[src/rtl/vend_dispenser.sv]
// Vending dispenser back end: queues {vend,change} requests and sequences the
// product motor and coin ejector, with drop-sensor timeout and empty-hopper faults.
module vend_dispenser #(
    parameter int DEPTH     = 4,
    parameter int MOTOR_CYC = 4,
    parameter int DROP_TMO  = 16,
    parameter int COIN_CYC  = 2,
    parameter int GAP_CYC   = 3
) (
    input  logic                     clk,
    input  logic                     rst,
    input  logic                     vend,
    input  logic [1:0]               change,
    input  logic                     drop_sense,
    input  logic                     hopper_empty,
    input  logic                     fault_clr,
    output logic                     motor_on,
    output logic                     coin_eject,
    output logic                     busy,
    output logic                     fault,
    output logic                     overflow,
    output logic                     dispense_done,
    output logic [$clog2(DEPTH):0]   pend_count
);

    localparam int AW = $clog2(DEPTH);
    localparam int CW = AW + 1;

    typedef enum logic [2:0] {
        IDLE      = 3'd0,
        MOTOR     = 3'd1,
        WAIT_DROP = 3'd2,
        COIN_ON   = 3'd3,
        COIN_GAP  = 3'd4,
        FAULT     = 3'd5
    } state_t;

    state_t          state_r, state_s;
    logic [2:0]      fifo_r [DEPTH];
    logic [AW-1:0]   wr_ptr_r, rd_ptr_r;
    logic [CW-1:0]   count_r, count_s;
    logic [15:0]     timer_r, timer_s;
    logic [1:0]      cur_coins_r, cur_coins_s;
    logic            push_s, pop_s, accept_s, done_s, go_coin_s;
    logic [2:0]      head_s;

    // Request FIFO control; fullness is judged after a same-cycle pop.
    always_comb begin
        push_s   = vend | (change != 2'b00);
        pop_s    = (state_r == IDLE) && (count_r != {CW{1'b0}});
        accept_s = push_s && ((count_r - CW'(pop_s)) < CW'(DEPTH));
        count_s  = count_r + CW'(accept_s) - CW'(pop_s);
        head_s   = fifo_r[rd_ptr_r];
    end

    // Next-state, timer and coin bookkeeping.
    always_comb begin
        state_s     = state_r;
        timer_s     = timer_r;
        cur_coins_s = cur_coins_r;
        done_s      = 1'b0;
        go_coin_s   = 1'b0;
        case (state_r)
            IDLE: begin
                if (pop_s) begin
                    cur_coins_s = head_s[1:0];
                    if (head_s[2]) begin
                        state_s = MOTOR;
                        timer_s = 16'(MOTOR_CYC - 1);
                    end else begin
                        go_coin_s = 1'b1;
                    end
                end else begin
                    state_s = IDLE;
                end
            end
            MOTOR: begin
                if (timer_r == 16'd0) begin
                    state_s = WAIT_DROP;
                    timer_s = 16'(DROP_TMO - 1);
                end else begin
                    timer_s = timer_r - 16'd1;
                end
            end
            WAIT_DROP: begin
                if (drop_sense) begin
                    if (cur_coins_r != 2'd0) begin
                        go_coin_s = 1'b1;
                    end else begin
                        state_s = IDLE;
                        done_s  = 1'b1;
                    end
                end else if (timer_r == 16'd0) begin
                    state_s = FAULT;
                end else begin
                    timer_s = timer_r - 16'd1;
                end
            end
            COIN_ON: begin
                if (timer_r == 16'd0) begin
                    cur_coins_s = cur_coins_r - 2'd1;
                    state_s     = COIN_GAP;
                    timer_s     = 16'(GAP_CYC - 1);
                end else begin
                    timer_s = timer_r - 16'd1;
                end
            end
            COIN_GAP: begin
                if (timer_r != 16'd0) begin
                    timer_s = timer_r - 16'd1;
                end else if (cur_coins_r != 2'd0) begin
                    go_coin_s = 1'b1;
                end else begin
                    state_s = IDLE;
                    done_s  = 1'b1;
                end
            end
            FAULT: begin
                if (fault_clr) begin
                    state_s = IDLE;
                end else begin
                    state_s = FAULT;
                end
            end
            default: begin
                state_s = IDLE;
            end
        endcase
        // Hopper is checked as COIN_ON is entered so an empty hopper never pulses the solenoid.
        if (go_coin_s) begin
            if (hopper_empty) begin
                state_s = FAULT;
            end else begin
                state_s = COIN_ON;
                timer_s = 16'(COIN_CYC - 1);
            end
        end else begin
            state_s = state_s;
        end
    end

    // FIFO storage; contents need no reset since count gates every read.
    always_ff @(posedge clk) begin
        if (accept_s) begin
            fifo_r[wr_ptr_r] <= {vend, change};
        end
    end

    // State, pointers and registered outputs.
    always_ff @(posedge clk) begin
        if (rst) begin
            state_r       <= IDLE;
            wr_ptr_r      <= {AW{1'b0}};
            rd_ptr_r      <= {AW{1'b0}};
            count_r       <= {CW{1'b0}};
            timer_r       <= 16'd0;
            cur_coins_r   <= 2'd0;
            motor_on      <= 1'b0;
            coin_eject    <= 1'b0;
            busy          <= 1'b0;
            fault         <= 1'b0;
            overflow      <= 1'b0;
            dispense_done <= 1'b0;
        end else begin
            state_r       <= state_s;
            timer_r       <= timer_s;
            cur_coins_r   <= cur_coins_s;
            count_r       <= count_s;
            if (accept_s) begin
                wr_ptr_r <= wr_ptr_r + AW'(1'b1);
            end
            if (pop_s) begin
                rd_ptr_r <= rd_ptr_r + AW'(1'b1);
            end
            if (push_s && !accept_s) begin
                overflow <= 1'b1;
            end else if (fault_clr) begin
                overflow <= 1'b0;
            end
            motor_on      <= (state_s == MOTOR);
            coin_eject    <= (state_s == COIN_ON);
            fault         <= (state_s == FAULT);
            busy          <= (state_s != IDLE) || (count_s != {CW{1'b0}});
            dispense_done <= done_s;
        end
    end

    assign pend_count = count_r;

endmodule

[config.mk]
export PLATFORM = sky130hd
export DESIGN_NAME = vend_dispenser
export DESIGN_NICKNAME = d
export VERILOG_FILES = /design/src/rtl/vend_dispenser.sv
export SDC_FILE = /design/constraint.sdc
export NUM_CORES = 1
export LEC_CHECK = 0
export CORE_UTILIZATION = 45
export CTS_CLUSTER_DIAMETER = 80
export DETAILED_ROUTE_END_ITERATION = 8
export GPL_ROUTABILITY_DRIVEN = 0
export PLACE_DENSITY = 0.73
export SLEW_MARGIN = 20
export SYNTH_ARGS = -nofsm -noshare
export SYNTH_HDL_FRONTEND = slang
export SYNTH_SLANG_ARGS = --single-unit
[constraint.sdc]
create_clock -name clk -period 3 [get_ports clk]
set_input_delay 0.6 -clock clk [delete_from_list [all_inputs] [get_ports clk]]
set_output_delay 0.6 -clock clk [all_outputs]
set_load 0.01 [all_outputs]
==> results <==
- The number of antenna diodes in the final layout is 0.
- Clock tree synthesis inserted a total of 5 buffers.
- The main flop type after synthesis is sky130_fd_sc_hd__dfxtp_1.
- The run finished with clean final reports.
- Sequential elements use 41.1% of the synthesized area.
- Row generation in the floorplan step produced 27 rows.
- The final critical delay including setup and external delays is 2860 ps.
- The maximum buffer depth of the clock tree is 2.
- The combined buffer and inverter count along the critical path is 3.
- The max-cap check violation count is 0.
- The synthesized design contains 12 enable-type register cells.
- The first-pass iteration count of the detailed router is 5.
- The family with the most delay on the worst path is simple AND/OR/NAND/NOR gates.
- The worst setup path is captured at a flop.
- For this design, the sink count on the clock tree is 48.
- The achievable frequency is between 300 and 400 MHz.
- The count of hold buffers inserted by post-cts repair is 0.
- The flip-flop and latch area is 1080 um^2.
- The floorplan die width is 78.4 um.
- The via count of the first global-routing pass came to 2,133.
- The wire length per cell after detailed routing is approximately 15 um.
- The post-detailed-placement half-perimeter wirelength is 4340 um.
- The number of instances in the synthesized netlist is 289.
- The tightest slew margin relative to the limit is 59.0%.
- The hold violation count in the final report is 0.
- The synthesis-to-finish area growth is 16.9%.
- The routed via count is 2,288.
- The worst clock skew is 9.65 ps.
- The clock transition at the register clock pins on the worst setup and hold paths after CTS is 90 ps.
- The cell count after placement is 380.
- STA puts the critical path data required time at 3180 ps.
- The root buffer cell is sky130_fd_sc_hd__clkbuf_8.
- For this run the aggregate overflow at the end of global routing stands at 0.
- The final-stage net count is around 340.
- Summing all non-filler instances in the final layout gives an area of 3070 um^2.
- Entering global routing, the biggest net connects 21 pins.
- Using the TritonRoute via totals, the vias-per-cell ratio works out to 5.88.
- The critical path's slowest cell is sky130_fd_sc_hd__or3_4.
- The share of layout cells above drive strength 1 is 14.8%.
- At the pin with the least slew margin, the transition time is 609 ps.
- The placeable core region is 5570 um^2.
- The critical-path maximum fanout is 2.
- STA classifies the critical path startpoint as a flop.
- The biggest cell delay along the critical path is 380 ps.
- In this run the remaining antenna-violating nets after routing total 0.
- The multi-input combinational cells in the finished layout cover a total of 1470 um^2.
- The cell repeated most along the worst path is sky130_fd_sc_hd__inv_2.
- The post-synthesis cell area is 2630 um^2.
- The post-synthesis register bit count is between 40 and 50.
- Setup violations remaining at the end of the flow were counted as 0.
- The wire length of the first global-routing pass is just over 10,000 um.
- The count of buffers added on input and output ports is 16.
- The post-route fraction of the period consumed by the critical path is 95.5%.
- The synthesized design devotes to its leading area cell type 27.4% of total area.
- Sorting the synthesized cells by area gives the leading types as sky130_fd_sc_hd__dfxtp_1 27%, sky130_fd_sc_hd__edfxtp_1 14%, sky130_fd_sc_hd__nor2_1 4.9%, sky130_fd_sc_hd__ha_1 4.8%, sky130_fd_sc_hd__a21oi_1 4.0%.
- The distinct cell type count after synthesis is 62.
- Global routing consumed, over all layers together, a little over a fifth of the routing resources.
- The area enclosed by the die boundary is 6150 um^2.
- The final non-filler cell total is 389.
- In the synthesized netlist, the cells that appear most often are 36 x sky130_fd_sc_hd__dfxtp_1, 34 x sky130_fd_sc_hd__nor2_1, 21 x sky130_fd_sc_hd__a21oi_1.
- At the worst endpoint, the arrival time is 3040 ps.
- The min-delay analysis places its worst path in the category flop to flop.
- The H-tree generated during clock tree synthesis spans 2 levels.
- For this run, the number of Yosys warnings is 0.
- The die is 78.4 um tall.
- The biggest area contributor in the post-synthesis netlist is sky130_fd_sc_hd__dfxtp_1.
- In this run the cell area measured after placement is 2940 um^2.
- After filler insertion, the fill cell instance count of the layout stands at 496.
- The insertion delay of the later-clocked pin in the worst-skew pair is about 300 ps.
- Traced cell by cell, the critical path runs through or3_4 -> o31a_1 -> nor2_4 -> inv_2 -> ha_4 -> inv_1 -> ha_2 -> inv_2 -> fa_2 -> xor2_1 -> xnor2_1 -> nor4bb_2 -> a31oi_1.
- In the routed design, unresolved DRC markers number 0.
- The number of antenna violations at the first check in global routing is 0.
- By startpoint and endpoint, the worst setup path is classified as flop to flop.
- After synthesis, the mean cell area works out to around 9 um^2.
- The share of flip-flops with an asynchronous set or reset is 0%.
- After detailed routing, the total wire length is roughly 6000 um.
- TritonCTS built the clock tree.
- The max-slew violation count was 0.
- 17 I/O pins were placed.
- The most frequent cell after synthesis is sky130_fd_sc_hd__dfxtp_1.
- The initial utilization of the core area, before any placement, comes to 47.1%.
- Synthesis produced a netlist with a net count of 308.
- For this block, the initial DRC count from the detailed router was between 200 and 250.
[cell type report]
cell class                 count  area share (%)
tap                           72            2.93
multi-input combinational    213            47.7
sequential                    48            35.3
clock buffer                   5            2.24
inverter                      16            2.04
clock inverter                 3           0.570
timing repair buffer          32            9.21
[metrics by stage]
| step | setup TNS [ps] | hold slack (ps) | setup slack, ps | util [%] |
|---|---|---|---|---|
| detailed placement | -285 | 471 | -279 | 52.8 |
| global placement | -206 | 459 | -206 | 52.8 |
| finish | 0 | 482 | 136 | 55.1 |
| CTS | 0 | 484 | 38.8 | 54.3 |
| global route | -15.9 | 511 | -15.9 | 55.1 |
| floorplan | 0 | 442 | 30.6 | - |
[metal layers]
metal | track usage [%] | vias up | share of wire (%)
met5 | 0 | - | 0
met4 | 7.22 | 0 | 2.3
met3 | 4.42 | 17 | 6.0
met2 | 32.3 | 84 | 46
met1 | 30.7 | 1073 | 46
li1 | - | 1114 | -
[registers in the layout, summed over array words and instances (netlist names), named ones only]
signal / flops
cur_coins_r: 2
state_r: 3
overflow: 1
timer_r: 16
fifo_r: 12
busy: 1
coin_eject: 1
wr_ptr_r: 2
fault: 1
motor_on: 1
rd_ptr_r: 2
pend_count: 3
dispense_done: 1
[path summary, 6_finish.rpt]
check	depth (start not counted)	start	endpoint	slack [ps]
max	13	state_r[2]	busy	140
min	1	cur_coins_r[0]	cur_coins_r[0]	480
max reg2reg	13	state_r[2]	busy	140
min reg2reg	1	cur_coins_r[0]	cur_coins_r[0]	480
[cells by family after synthesis]
logic type | share of synthesized area, %
and+or+nand+nor | 24.9
AOI/OAI and AO/OA | 19.0
DFF | 41.1
buffers and inverters | 4.48
adders and majority gates | 5.52
xor gates and xnor gates | 2.00
muxes | 2.95
[placed cells by master (no fill, tap or decap), types with 3 or more instances in the layout]
| cell | n |
|---|---|
| sky130_fd_sc_hd__clkbuf_8 | 5 |
| sky130_fd_sc_hd__o22ai_1 | 3 |
| sky130_fd_sc_hd__or3_1 | 6 |
| sky130_fd_sc_hd__inv_1 | 13 |
| sky130_fd_sc_hd__nor2b_1 | 3 |
| sky130_fd_sc_hd__mux4_2 | 3 |
| sky130_fd_sc_hd__edfxtp_1 | 12 |
| sky130_fd_sc_hd__a211oi_1 | 3 |
| sky130_fd_sc_hd__xor2_1 | 3 |
| sky130_fd_sc_hd__nand2b_1 | 6 |
| sky130_fd_sc_hd__nor3_1 | 13 |
| sky130_fd_sc_hd__dfxtp_1 | 34 |
| sky130_fd_sc_hd__nand2_1 | 16 |
| sky130_fd_sc_hd__a31oi_1 | 5 |
| sky130_fd_sc_hd__nor2_1 | 33 |
| sky130_fd_sc_hd__nand3_1 | 4 |
| sky130_fd_sc_hd__a311oi_1 | 4 |
| sky130_fd_sc_hd__ha_1 | 8 |
| sky130_fd_sc_hd__and2_1 | 4 |
| sky130_fd_sc_hd__buf_4 | 16 |
| sky130_fd_sc_hd__a21o_1 | 6 |
| sky130_fd_sc_hd__a21oi_1 | 21 |
| sky130_fd_sc_hd__nand4_1 | 3 |
| sky130_fd_sc_hd__clkdlybuf4s50_1 | 15 |
| sky130_fd_sc_hd__o31a_1 | 4 |
| sky130_fd_sc_hd__xnor2_1 | 3 |
| sky130_fd_sc_hd__o21ai_0 | 16 |
[repair_timing]
action	CTS	global route
gates resized for setup	0	10
setup endpoints to repair	0	1
buffers inserted	0	1
Power is not shown: default switching activity piles up to over one toggle a cycle in this logic, so the estimate is an artifact.
